==> config.mk <==
export PLATFORM = sky130hd
export DESIGN_NAME = next_pc_unit
export DESIGN_NICKNAME = d
export VERILOG_FILES = /design/src/rtl/next_pc_unit.sv
export SDC_FILE = /design/constraint.sdc
export NUM_CORES = 1
export LEC_CHECK = 0
export CORE_ASPECT_RATIO = 0.5
export CORE_MARGIN = 2
export CORE_UTILIZATION = 45
export DETAILED_ROUTE_END_ITERATION = 12
export PLACE_DENSITY = 0.71
export RECOVER_POWER = 25
export SYNTH_ARGS = -nofsm -noshare
export SYNTH_HDL_FRONTEND = slang
export SYNTH_SLANG_ARGS = --single-unit
==> constraint.sdc <==
create_clock -name CLK -period 6.59 [get_ports CLK]
set_input_delay 1.318 -clock CLK [delete_from_list [all_inputs] [get_ports CLK]]
set_output_delay 1.318 -clock CLK [all_outputs]
set_load 0.005 [all_outputs]
==> src/rtl/next_pc_unit.sv <==
// Next-PC selector with a return-address stack for Call/Ret.
// Optional macro STACK_ERR_TRAP_EN redirects stack-error Call/Ret to TRAP_VECTOR.
module next_pc_unit #(
  parameter int unsigned       WIDTH       = 8,
  parameter int unsigned       DEPTH       = 4,
  parameter logic [WIDTH-1:0]  TRAP_VECTOR = WIDTH'(8'hF0)
) (
  input  logic             CLK,
  input  logic             ResetN,
  input  logic [WIDTH-1:0] CurrentPC,
  input  logic             Stall,
  input  logic             Branch,
  input  logic [WIDTH-1:0] BranchOffset,
  input  logic             Jump,
  input  logic             Call,
  input  logic             Ret,
  input  logic [WIDTH-1:0] JumpTarget,
  input  logic             ClearErr,
  output logic [WIDTH-1:0] NextPC,
  output logic [4:0]       StackDepth,
  output logic             StackOverflow,
  output logic             StackUnderflow
);

  localparam int unsigned PtrW = (DEPTH > 1) ? $clog2(DEPTH) : 1;

`ifdef STACK_ERR_TRAP_EN
  localparam bit TrapEn = 1'b1;
`else
  localparam bit TrapEn = 1'b0;
`endif

  typedef enum logic [2:0] {
    SelSeq,
    SelBranch,
    SelJump,
    SelCall,
    SelRet,
    SelStall
  } sel_e;

  sel_e sel;

  logic [WIDTH-1:0] stack_q [DEPTH];
  logic [WIDTH-1:0] stack_d [DEPTH];
  logic [4:0]       depth_q, depth_d;
  logic             ovf_q, ovf_d;
  logic             unf_q, unf_d;

  logic             stack_full;
  logic             stack_empty;
  logic [PtrW-1:0]  top_idx;
  logic [PtrW-1:0]  push_idx;
  logic [WIDTH-1:0] top_entry;
  logic [WIDTH-1:0] pc_plus1;
  logic [WIDTH-1:0] branch_pc;
  logic [WIDTH-1:0] err_call_pc;
  logic [WIDTH-1:0] err_ret_pc;
  logic [WIDTH-1:0] pc_sel;

  assign stack_full  = (depth_q == 5'(DEPTH));
  assign stack_empty = (depth_q == 5'd0);
  assign top_idx     = PtrW'(depth_q - 5'd1);
  assign push_idx    = depth_q[PtrW-1:0];
  assign top_entry   = stack_q[top_idx];

  // Address arithmetic wraps modulo 2^WIDTH by truncation.
  assign pc_plus1    = CurrentPC + WIDTH'(1);
  assign branch_pc   = pc_plus1 + BranchOffset;

  assign err_call_pc = TrapEn ? TRAP_VECTOR : JumpTarget;
  assign err_ret_pc  = TrapEn ? TRAP_VECTOR : pc_plus1;

  // Fixed priority: Stall > Ret > Call > Jump > Branch > sequential.
  always_comb begin
    sel = SelSeq;
    if (Stall) begin
      sel = SelStall;
    end else if (Ret) begin
      sel = SelRet;
    end else if (Call) begin
      sel = SelCall;
    end else if (Jump) begin
      sel = SelJump;
    end else if (Branch) begin
      sel = SelBranch;
    end
  end

  always_comb begin
    pc_sel = pc_plus1;
    unique case (sel)
      SelStall:  pc_sel = CurrentPC;
      SelRet:    pc_sel = stack_empty ? err_ret_pc : top_entry;
      SelCall:   pc_sel = stack_full ? err_call_pc : JumpTarget;
      SelJump:   pc_sel = JumpTarget;
      SelBranch: pc_sel = branch_pc;
      default:   pc_sel = pc_plus1;
    endcase
  end

  assign NextPC = ResetN ? pc_sel : '0;

  // Sticky flags: ClearErr drops them unless a new error sets them this cycle.
  always_comb begin
    stack_d = stack_q;
    depth_d = depth_q;
    ovf_d   = ovf_q & ~ClearErr;
    unf_d   = unf_q & ~ClearErr;
    if (sel == SelCall) begin
      if (stack_full) begin
        ovf_d = 1'b1;
      end else begin
        stack_d[push_idx] = pc_plus1;
        depth_d           = depth_q + 5'd1;
      end
    end else if (sel == SelRet) begin
      if (stack_empty) begin
        unf_d = 1'b1;
      end else begin
        depth_d = depth_q - 5'd1;
      end
    end
  end

  always_ff @(posedge CLK or negedge ResetN) begin
    if (!ResetN) begin
      for (int i = 0; i < DEPTH; i++) begin
        stack_q[i] <= '0;
      end
      depth_q <= 5'd0;
      ovf_q   <= 1'b0;
      unf_q   <= 1'b0;
    end else begin
      stack_q <= stack_d;
      depth_q <= depth_d;
      ovf_q   <= ovf_d;
      unf_q   <= unf_d;
    end
  end

  assign StackDepth     = depth_q;
  assign StackOverflow  = ovf_q;
  assign StackUnderflow = unf_q;

endmodule

==> impl_results.md, run 1 <==
* Outcome: finished with violations
* Failing checks: max-capacitance violations, max-slew violations
* Clk sinks at 39
* RSZ-0062 raised after global routing: no
* Setup violators final at 0
* Most frequent cells in the layout: clkdlybuf4s50_1, dfrtp_1, nand2_1
* Skew final at 0.00884 ns
* Setup WS post-layout at 0.457 ns
* Total gr overflow at 0
* Slew HR at -0.406
* Initial DRT Pass Iterations at 5
* Post-synth EDFFs at 0
* Buffers inserted by post-CTS timing repair at 0
* Share of the synthesized area in the top cell type at 0.394
* Area leader, netlist: dfrtp_1
* Largest cells by area after synthesis: dfrtp_1, mux4_2, o21ai_0
* Layout cells sized above 1 at 0.0912
* Max-slew violation count at 41
* DIE AREA at 6150 µm²
* Mapped Cells at 260
* Synth Cell Area at 2480 µm²
* Startpoint Class: input port
* Number of global-route vias before repair at 2,013
* IO Pins at 47
* Clock latency on the worst-skew pair at 0.29 ns
* Max Cap Viol at 1
* Final hold viol count at 0
* Peak VDD IR at 0.000158 V
* WL per Instance at 16.5 µm
* Worst Tran Pin Value at 2.11 ns
* Worst setup EP type: output pin
* Initial core utilization at 0.459
* Final Cycle Share at 0.931
* Worst slack, placed at 0.493 ns
* Placed Cells incl. Taps at 372
* Final Critical Period at 6.13 ns
* WS Path Type: input port to output pin
* Antenna violations before repair at 0
* Die X at 109 µm
* Seq cells post-synth at 39
* Via count at 2,169
* Clock-pin slew on the worst setup and hold paths at 0.08 ns
* Pwr Total at 1070 µW
* Yosys cell types at 48
* Sum Neg Setup Slack at 0 ns
* Largest net degree at the start of global routing at 41
* Worst-path maximum fanout at 9
* CTS Buf Count at 5
* GP Congestion at 0.825
* Mean Syn Cell Area at 9.53 µm²
* Number of diodes at 0
* First-pass GRT wire length at 10,200 µm
* Die height at 56.5 µm
* PortBufs at 46
* DRT iter0 DRCs at 206
* Critical Path RT at 5.27 ns
* PD cells at 344 nW/µm²
* Arr. time, crit path at 4.81 ns
* Drt drc at 0
* CTS tree: yes
* Worst hold path class: flip-flop to flip-flop
* Layout Nets at 351
* CTS Buffer Depth at 2
* Std-Cell Rows at 19
* Area Growth Syn to Fin at 25.0%
* CTS Root Cell: clkbuf_8
* Total nets after synthesis at 305
* GRT Total Usage at 0.219
* Final std cells w/o fill at 380
* YS warnings at 0
* Ys flop type: dfrtp_1
* H-tree depth at 2
* Commonest non-fill, non-tap cell in the layout: clkdlybuf4s50_1
* Pleak at 0.00131 µW
* Core ar. at 5400 µm²
* Max frequency at 163 MHz
* Asr flop ratio synth at 1.00
* Via-to-Cell Ratio at 5.71
* Seq/Total Area, Yosys at 0.394
* Cts repair resizes at 0
* Final ANT Viol Nets at 0
* Fillers at 468
* Drt total wl at 6280 µm
* DPL Wire Length at 4740 µm
* Fin util at 0.574
* # hold bufs at CTS at 0
-- final cells by class --
cell class,instances,area (µm²),area share
Tap cell,73,91.3,0.0295
Multi-Input combinational cell,196,1400,0.453
Inverter,15,56.3,0.0182
Sequential cell,39,976,0.315
Clock inverter,2,13.8,0.00444
Clock buffer,6,82.6,0.0267
Timing Repair Buffer,49,474,0.153
-- cell families after synthesis --
group,Yosys count,synth area share
adders and majority gates,13,0.0687
muxes,12,0.0899
buffers and inverters,25,0.0399
AOI/OAI and AO/OA,76,0.186
xor gates and xnor gates,12,0.0480
and+or+nand+nor,83,0.173
DFF,39,0.394
-- power by group --
part / leakage (µW) / switching [µW] / internal [µW]
clock: 0.0000516 / 87.4 / 85.6
sequential: 0.000485 / 91.9 / 349
combinational: 0.000772 / 205 / 247
total: 0.00131 / 384 / 682
-- through the flow --
step | hold slack, ns | instance area, µm²
floorplan | 0.445 | 2480
global placement | 0.458 | 3000
detailed placement | 0.470 | 3000
CTS | 0.488 | 3100
global route | 0.503 | 3100
finish | 0.484 | 3100
-- critical path, cell delays in order --
cell and delay, ns:
clkdlybuf4s50_1 0.56, ha_1 0.32, xnor2_1 0.36, inv_1 0.13, ha_1 0.34, nor2b_4 0.15, o31a_1 0.25, o21a_1 0.18
or4b_1 0.49, a31oi_1 0.18, clkdlybuf4s50_1 0.53
-- state kept, by name, indices dropped and copies added, names as in the netlist --
| register | flops |
|---|---|
| StackUnderflow | 1 |
| StackDepth | 5 |
| StackOverflow | 1 |
| stack_q | 32 |
-- synthesized netlist by cell type, types with 5 or more instances --
cell	number
clkbuf_1	6
xor2_1	7
mux4_2	8
nand3_1	8
ha_1	12
dfrtp_1	39
a222oi_1	5
a21oi_1	20
nand2_1	37
o21ai_0	33
nor2_1	13
inv_1	15
-- routing by layer --
layer  global-route usage  wire length, µm  up-vias
met2                0.325             2810       66
met3               0.0453              416        4
li1                     -                -     1036
met1                0.334             3010     1063
met5                    0                0        -
met4               0.0385               39        0
-- path summary, 6_finish.rpt --
kind | slack [ns] | to | cells after the start | startpoint
worst max-delay path | 0.46 | NextPC[6] | 11 | CurrentPC[0]
worst min-delay path | 0.48 | stack_q[9] | 2 | stack_q[9]
worst max register to register | 3.93 | StackDepth[3] | 7 | StackDepth[0]
worst min register to register | 0.48 | stack_q[9] | 2 | stack_q[9]
max in group asynchronous | 3.66 | StackOverflow | 2 | ResetN
min in group asynchronous | 1.72 | stack_q[11] | 2 | ResetN
(Power assumes the default switching activity.)
==> run 2: changes to the inputs <==
CAP_MARGIN = 5   (was not set)
==> results of run 2 <==
No change in the layout: final DEF, timing and power equal those of run 1.
